**src/rtl/bootrom_arb_pkg.sv**
```systemverilog
// Shared types for the boot ROM arbiter: FSM states, requester ids and port count.
package bootrom_arb_pkg;
  localparam int NUM_REQ = 2;

  typedef enum logic [1:0] {IDLE, RESP, HOLD} state_t;
  typedef enum logic {ID_IF = 1'b0, ID_LD = 1'b1} req_id_t;
endpackage

```
**src/rtl/bootrom_arbiter_if.sv**
```systemverilog
// Request/response bundle between the fetch/load units (master) and the boot ROM arbiter (slave).
interface bootrom_arbiter_if #(
  parameter int ADDR_WIDTH = 8,
  parameter int DATA_WIDTH = 64
);
  logic                  if_req_valid;
  logic                  if_req_ready;
  logic [ADDR_WIDTH-1:0] if_req_addr;
  logic                  if_rsp_valid;
  logic                  if_rsp_ready;
  logic                  ld_req_valid;
  logic                  ld_req_ready;
  logic [ADDR_WIDTH-1:0] ld_req_addr;
  logic                  ld_rsp_valid;
  logic                  ld_rsp_ready;
  logic [DATA_WIDTH-1:0] rsp_data;

  modport master (
    output if_req_valid, if_req_addr, if_rsp_ready,
    output ld_req_valid, ld_req_addr, ld_rsp_ready,
    input  if_req_ready, if_rsp_valid, ld_req_ready, ld_rsp_valid, rsp_data
  );

  modport slave (
    input  if_req_valid, if_req_addr, if_rsp_ready,
    input  ld_req_valid, ld_req_addr, ld_rsp_ready,
    output if_req_ready, if_rsp_valid, ld_req_ready, ld_rsp_valid, rsp_data
  );
endinterface

```
**src/rtl/bootrom_arb_pick.sv**
```systemverilog
// Combinational winner selection for the boot ROM arbiter.
// BOOTROM_ARB_RR_EN selects round-robin on ties; otherwise IF has fixed priority.
module bootrom_arb_pick
  import bootrom_arb_pkg::*;
(
  input  logic [NUM_REQ-1:0] i_valid,
  input  logic               i_can_issue,
  input  req_id_t            i_last_win,
  output logic [NUM_REQ-1:0] o_grant,
  output req_id_t            o_win
);

`ifndef BOOTROM_ARB_RR_EN
  logic w_unused_last_win;
  assign w_unused_last_win = i_last_win;
`endif

  always_comb begin
    o_win = ID_IF;
`ifdef BOOTROM_ARB_RR_EN
    // On a tie the port that did not win last time goes first.
    if (i_valid[ID_IF] && i_valid[ID_LD]) begin
      o_win = (i_last_win == ID_IF) ? ID_LD : ID_IF;
    end else if (i_valid[ID_LD]) begin
      o_win = ID_LD;
    end
`else
    if (!i_valid[ID_IF] && i_valid[ID_LD]) begin
      o_win = ID_LD;
    end
`endif
    o_grant = '0;
    if (i_can_issue && (|i_valid)) begin
      o_grant[o_win] = 1'b1;
    end
  end
endmodule

```
**src/rtl/bootrom_arbiter.sv**
```systemverilog
// Two-port (IF/LD) arbiter and read sequencer for the 1-cycle synchronous boot ROM.
// Optional round-robin arbitration via BOOTROM_ARB_RR_EN (default: fixed IF priority).
module bootrom_arbiter
  import bootrom_arb_pkg::*;
#(
  parameter int ADDR_WIDTH = 8,
  parameter int DATA_WIDTH = 64
) (
  input  logic                  clk,
  input  logic                  reset,
  bootrom_arbiter_if.slave      bus,
  output logic [ADDR_WIDTH-1:0] rom_addr,
  input  logic [DATA_WIDTH-1:0] rom_rdata
);

  state_t                r_state;
  state_t                w_next_state;
  req_id_t               r_id_q;
  logic [DATA_WIDTH-1:0] r_hold_q;
  logic [ADDR_WIDTH-1:0] r_last_addr_q;
  req_id_t               w_last_win;
  logic                  w_sel_rsp_ready;
  logic                  w_can_issue;
  logic [NUM_REQ-1:0]    w_valid;
  logic [NUM_REQ-1:0]    w_grant;
  req_id_t               w_win;
  logic                  w_granted;

  assign w_sel_rsp_ready = (r_id_q == ID_IF) ? bus.if_rsp_ready : bus.ld_rsp_ready;
  // Any non-IDLE state is presenting a response, so an accept frees the ROM port.
  assign w_can_issue     = !reset && ((r_state == IDLE) || w_sel_rsp_ready);
  assign w_valid         = {bus.ld_req_valid, bus.if_req_valid};
  assign w_granted       = |w_grant;

  bootrom_arb_pick u_pick (
    .i_valid    (w_valid),
    .i_can_issue(w_can_issue),
    .i_last_win (w_last_win),
    .o_grant    (w_grant),
    .o_win      (w_win)
  );

`ifdef BOOTROM_ARB_RR_EN
  req_id_t r_last_win_q;

  always_ff @(posedge clk or posedge reset) begin
    if (reset) begin
      r_last_win_q <= ID_LD;
    end else if (w_granted) begin
      r_last_win_q <= w_win;
    end
  end

  assign w_last_win = r_last_win_q;
`else
  assign w_last_win = ID_LD;
`endif

  always_ff @(posedge clk or posedge reset) begin
    if (reset) begin
      r_state <= IDLE;
    end else begin
      r_state <= w_next_state;
    end
  end

  always_comb begin
    w_next_state = r_state;
    case (r_state)
      IDLE: w_next_state = w_granted ? RESP : IDLE;
      RESP,
      HOLD: begin
        if (w_sel_rsp_ready) begin
          w_next_state = w_granted ? RESP : IDLE;
        end else begin
          w_next_state = HOLD;
        end
      end
      default: w_next_state = IDLE;
    endcase
  end

  always_ff @(posedge clk or posedge reset) begin
    if (reset) begin
      r_id_q        <= ID_IF;
      r_hold_q      <= '0;
      r_last_addr_q <= '0;
    end else begin
      if (w_granted) begin
        r_id_q        <= w_win;
        r_last_addr_q <= rom_addr;
      end
      // Capture the ROM word on the first stalled cycle; HOLD serves it from here.
      if ((r_state == RESP) && !w_sel_rsp_ready) begin
        r_hold_q <= rom_rdata;
      end
    end
  end

  always_comb begin
    bus.if_req_ready = w_grant[ID_IF];
    bus.ld_req_ready = w_grant[ID_LD];
    bus.if_rsp_valid = (r_state != IDLE) && (r_id_q == ID_IF);
    bus.ld_rsp_valid = (r_state != IDLE) && (r_id_q == ID_LD);
    case (r_state)
      RESP:    bus.rsp_data = rom_rdata;
      HOLD:    bus.rsp_data = r_hold_q;
      default: bus.rsp_data = '0;
    endcase
    // Re-presenting the last address keeps rom_rdata stable when nothing is issued.
    if (w_granted) begin
      rom_addr = (w_win == ID_LD) ? bus.ld_req_addr : bus.if_req_addr;
    end else begin
      rom_addr = r_last_addr_q;
    end
  end
endmodule

```
**src/flat_wrapper.sv**
```systemverilog
// flat-port wrapper written by rule: the top's interface ports become plain ports
module bootrom_arbiter_flat import bootrom_arb_pkg::*;
#(
  parameter int ADDR_WIDTH = 8,
  parameter int DATA_WIDTH = 64
)
  (clk, reset, rom_addr, rom_rdata, bus_if_req_valid, bus_if_req_addr, bus_if_rsp_ready, bus_ld_req_valid, bus_ld_req_addr, bus_ld_rsp_ready, bus_if_req_ready, bus_if_rsp_valid, bus_ld_req_ready, bus_ld_rsp_valid, bus_rsp_data);
  bootrom_arbiter_if #(.ADDR_WIDTH(ADDR_WIDTH), .DATA_WIDTH(DATA_WIDTH)) bus_i ();
  input  logic clk;
  input  logic reset;
  output logic [ADDR_WIDTH-1:0] rom_addr;
  input  logic [DATA_WIDTH-1:0] rom_rdata;
  input wire logic [$bits(bus_i.if_req_valid)-1:0] bus_if_req_valid;
  input wire logic [$bits(bus_i.if_req_addr)-1:0] bus_if_req_addr;
  input wire logic [$bits(bus_i.if_rsp_ready)-1:0] bus_if_rsp_ready;
  input wire logic [$bits(bus_i.ld_req_valid)-1:0] bus_ld_req_valid;
  input wire logic [$bits(bus_i.ld_req_addr)-1:0] bus_ld_req_addr;
  input wire logic [$bits(bus_i.ld_rsp_ready)-1:0] bus_ld_rsp_ready;
  output wire logic [$bits(bus_i.if_req_ready)-1:0] bus_if_req_ready;
  output wire logic [$bits(bus_i.if_rsp_valid)-1:0] bus_if_rsp_valid;
  output wire logic [$bits(bus_i.ld_req_ready)-1:0] bus_ld_req_ready;
  output wire logic [$bits(bus_i.ld_rsp_valid)-1:0] bus_ld_rsp_valid;
  output wire logic [$bits(bus_i.rsp_data)-1:0] bus_rsp_data;
  assign bus_i.if_req_valid = bus_if_req_valid;
  assign bus_i.if_req_addr = bus_if_req_addr;
  assign bus_i.if_rsp_ready = bus_if_rsp_ready;
  assign bus_i.ld_req_valid = bus_ld_req_valid;
  assign bus_i.ld_req_addr = bus_ld_req_addr;
  assign bus_i.ld_rsp_ready = bus_ld_rsp_ready;
  assign bus_if_req_ready = bus_i.if_req_ready;
  assign bus_if_rsp_valid = bus_i.if_rsp_valid;
  assign bus_ld_req_ready = bus_i.ld_req_ready;
  assign bus_ld_rsp_valid = bus_i.ld_rsp_valid;
  assign bus_rsp_data = bus_i.rsp_data;
  bootrom_arbiter #(.ADDR_WIDTH(ADDR_WIDTH), .DATA_WIDTH(DATA_WIDTH)) u_core (.clk(clk), .reset(reset), .bus(bus_i), .rom_addr(rom_addr), .rom_rdata(rom_rdata));
endmodule
```
**config.mk**
```make
export PLATFORM = sky130hd
export DESIGN_NAME = bootrom_arbiter_flat
export DESIGN_NICKNAME = d
export VERILOG_FILES = /design/src/rtl/bootrom_arb_pkg.sv /design/src/rtl/bootrom_arbiter_if.sv /design/src/rtl/bootrom_arb_pick.sv /design/src/rtl/bootrom_arbiter.sv /design/src/flat_wrapper.sv
export SDC_FILE = /design/constraint.sdc
export NUM_CORES = 1
export LEC_CHECK = 0
export ABC_AREA = 1
export BUFFER_PORTS_ARGS = -buffer_cell sky130_fd_sc_hd__buf_2
export CORE_ASPECT_RATIO = 1.4
export CORE_UTILIZATION = 54
export CTS_CLUSTER_SIZE = 24
export DETAILED_ROUTE_END_ITERATION = 6
export PLACE_DENSITY_LB_ADDON = 0.2
export SYNTH_ARGS = -nofsm -noshare
export SYNTH_HDL_FRONTEND = slang
export SYNTH_SLANG_ARGS = --single-unit
```
**constraint.sdc**
```tcl
create_clock -name clk -period 3.8 [get_ports clk]
set_input_delay 0.19 -clock clk [delete_from_list [all_inputs] [get_ports clk]]
set_output_delay 0.19 -clock clk [all_outputs]
set_load 0.005 [all_outputs]
```
==> metrics.cfg <==
[timing]
max_slew_margin = 0.237
rsz0062_at_grt = no
slew_viol_final = 0
hold_viol = 0
setup_viol = 0
worst_slew_pin_slew_ns = 1.14
final.setup.tns_ns = 0
max_freq_mhz = 408
finalClockSkew_ns = 0.00652
fin_crit_ns = 2.45
layout_setup_ws_ns = 1.35
period_share = 0.645

[clock_tree]
cts.sinks = 75
root_buffer = clkbuf_8
clkLatencyLatePin_ns = 0.35
cts_hold_buf = 0
clockBufferDepth = 2
numCtsBuffers = 9
cts_tree = yes
cts_setup_buffers = 0
h-tree-depth = 3
clk_pin_slew_ns = 0.07
cts.repair.resized = 0

[synthesis]
ys_seq_area_frac = 0.428
yosysWarnings = 0
post_synth.cell_area_avg_um2 = 7.53
yosysMostFrequentCell = nand2_1
yosys.area.top_type = dfrtp_1
synth_seq_cells = 75
synth_nets = 672
syn_area_um2 = 4380
synth_cell_types = 20
synth_common_cells = nand2_1 (235), dfrtp_1 (75), inv_1 (71)
yosysTopAreaCellShare = 0.428
synth_cells = 582
ys.flop_type = dfrtp_1
synthArstFlopShare = 1.00
synth_enable_flop_cells = 0
yosys-top-cells-area = dfrtp_1 (43%), nand2_1 (20%), o21ai_2 (12%)

[critical_path]
cp.required_ns = 3.61
crit_slowest_cell = ha_2
crit_type = reg2out
cp-end-kind = output port
regToRegStartpoint = u_core.r_state[1]$_DFF_PP0_
r2r_slack_ns = 1.79
cpPeakStageDelay_ns = 0.95
start_kind = register
critPathMaxFanout = 64
critPathTopFamily = adder cells
rr_worst_depth = 6
r2r-end = u_core.r_hold_q[26]$_DFFE_PP0P_
path_buf_inv = 2
cp_cell_sequence = inv_1, ha_2, nand2_1, a21oi_1, buf_2
worstPathArrival_ns = 2.26

[floorplan]
start_util = 0.562
io_pins = 162
coreArea_um2 = 7800
rows = 38
fp.dieW_um = 78.2
die_area_um2 = 8490
die_y_um = 109

[global_routing]
antenna_found_initial = 0
grtUsageTotal = 0.237
overflow = 0
grt_pass1_vias = 3627
grt_pass1_wl_mm = 15.8
grt_max_degree = 79

[power_and_ir_drop]
p_sw_frac = 0.418
seq_power_share = 0.381
ir_drop_mv = 0.425
leakagePower_nw = 2.94
p_int_mw = 2.05
pwr-share-clk = 0.166
p_per_area_nw_per_um2 = 665
p_comb_frac = 0.454
p_switching_mw = 1.47

[worst_hold_path]
hold_class = in2reg
min_path_cells = 3
min_to = u_core.r_hold_q[8]$_DFFE_PP0P_
worstHoldStart = rom_rdata[8]

[status]
status = complete, no violations

[final_layout]
antenna_cells = 0
areaGrowthSynthToFinish_pct = 20.7
final_util = 0.679
drive_above_1_share = 0.343
nets = 811

[run]
drv_cap = 0

[detailed_routing]
vias = 4049
drc = 0
firstDrtPassIters = 4
wl_mm = 9.43
ant_nets = 0
drt_iter0_drc = 204
wl_per_cell_um = 11.4
viasPerCell = 4.90

[placed_design]
port_buffers = 161
dp_hpwl_mm = 6.62
place_ws_ns = 1.67
gp_congestion = 0.790

## worst max path at each step
stage / startpoint / end / depth (start not counted)
6_report: u_core.r_state[0]$_DFF_PP0_ / bus_rsp_data[0] / 5
5_1_grt: u_core.r_state[0]$_DFF_PP0_ / bus_rsp_data[29] / 5
4_1_cts: u_core.r_state[0]$_DFF_PP0_ / bus_rsp_data[49] / 5
3_5_place_dp: u_core.r_state[0]$_DFF_PP0_ / bus_rsp_data[21] / 5
3_3_place_gp: u_core.r_state[0]$_DFF_PP0_ / bus_rsp_data[21] / 5
2_1_floorplan: reset / u_core.r_hold_q[0]$_DFFE_PP0P_ / 1
## layout make-up
class / instances / area, um2
flip-flops and latches: 75 / 1880
clock inverters: 1 / 5.00
inverters: 73 / 274
multi-input cells: 398 / 1980
clock buffers: 15 / 186
well taps: 100 / 125
fillers: 700 / 2500
repair buffers: 164 / 841
## per-layer routing
layer / GRT usage / routed length [um]
met1: 0.281 / 4060
met2: 0.422 / 4640
met3: 0.0435 / 557
met4: 0.0926 / 171
met5: 0 / 0
## tightest hold or removal path, stage by stage
cell	delay (ns)
buf_2	0.10
inv_1	0.06
o21ai_2	0.05
## cell usage in the layout, fill, tap and decap left out, types with 3 or more instances in the layout
master    instances
nor2_1            6
nand2_1         235
nand3_1          18
o21ai_2          61
o21ai_1           3
nand2_2           3
a21oi_1          64
buf_2           161
dfrtp_1          75
clkbuf_8         13
inv_1            70
## power by group through the flow
| stage | logic, mW | registers (mW) | clock network, mW |
|---|---|---|---|
| 2_1_floorplan | 1.28 | 1.29 | 0 |
| 3_3_place_gp | 1.58 | 1.34 | 0 |
| 3_5_place_dp | 1.63 | 1.35 | 0 |
| 4_1_cts | 1.63 | 1.34 | 0.593 |
| 5_1_grt | 1.83 | 1.39 | 0.625 |
| 6_report | 1.60 | 1.34 | 0.583 |
## sequential cells by signal (all words and copies together), names as in the netlist
register	count
u_core.r_id_q	1
u_core.r_last_addr_q	8
u_core.r_state	2
u_core.r_hold_q	64
## cell families (layout without fill, tap and decap cells)
kind of cell / Yosys count / count (layout) / share of synthesized area
adders and majority gates: 4 / 4 / 0.0114
DFF: 75 / 75 / 0.428
AOI/OAI and AO/OA: 129 / 129 / 0.200
buffers and inverters: 109 / 253 / 0.122
and+or+nand+nor: 265 / 265 / 0.238
## per-stage QoR
step	cells	instance area [um2]	hold WS (ns)	power (mW)
4_1_cts	826	5290	0.0773	3.56
3_5_place_dp	810	5100	0.452	2.98
3_3_place_gp	810	5100	0.449	2.92
2_1_floorplan	582	4380	0.321	2.57
6_report	826	5290	0.0896	3.52
5_1_grt	826	5290	0.0780	3.84
Power figures use the tool's default switching activity.
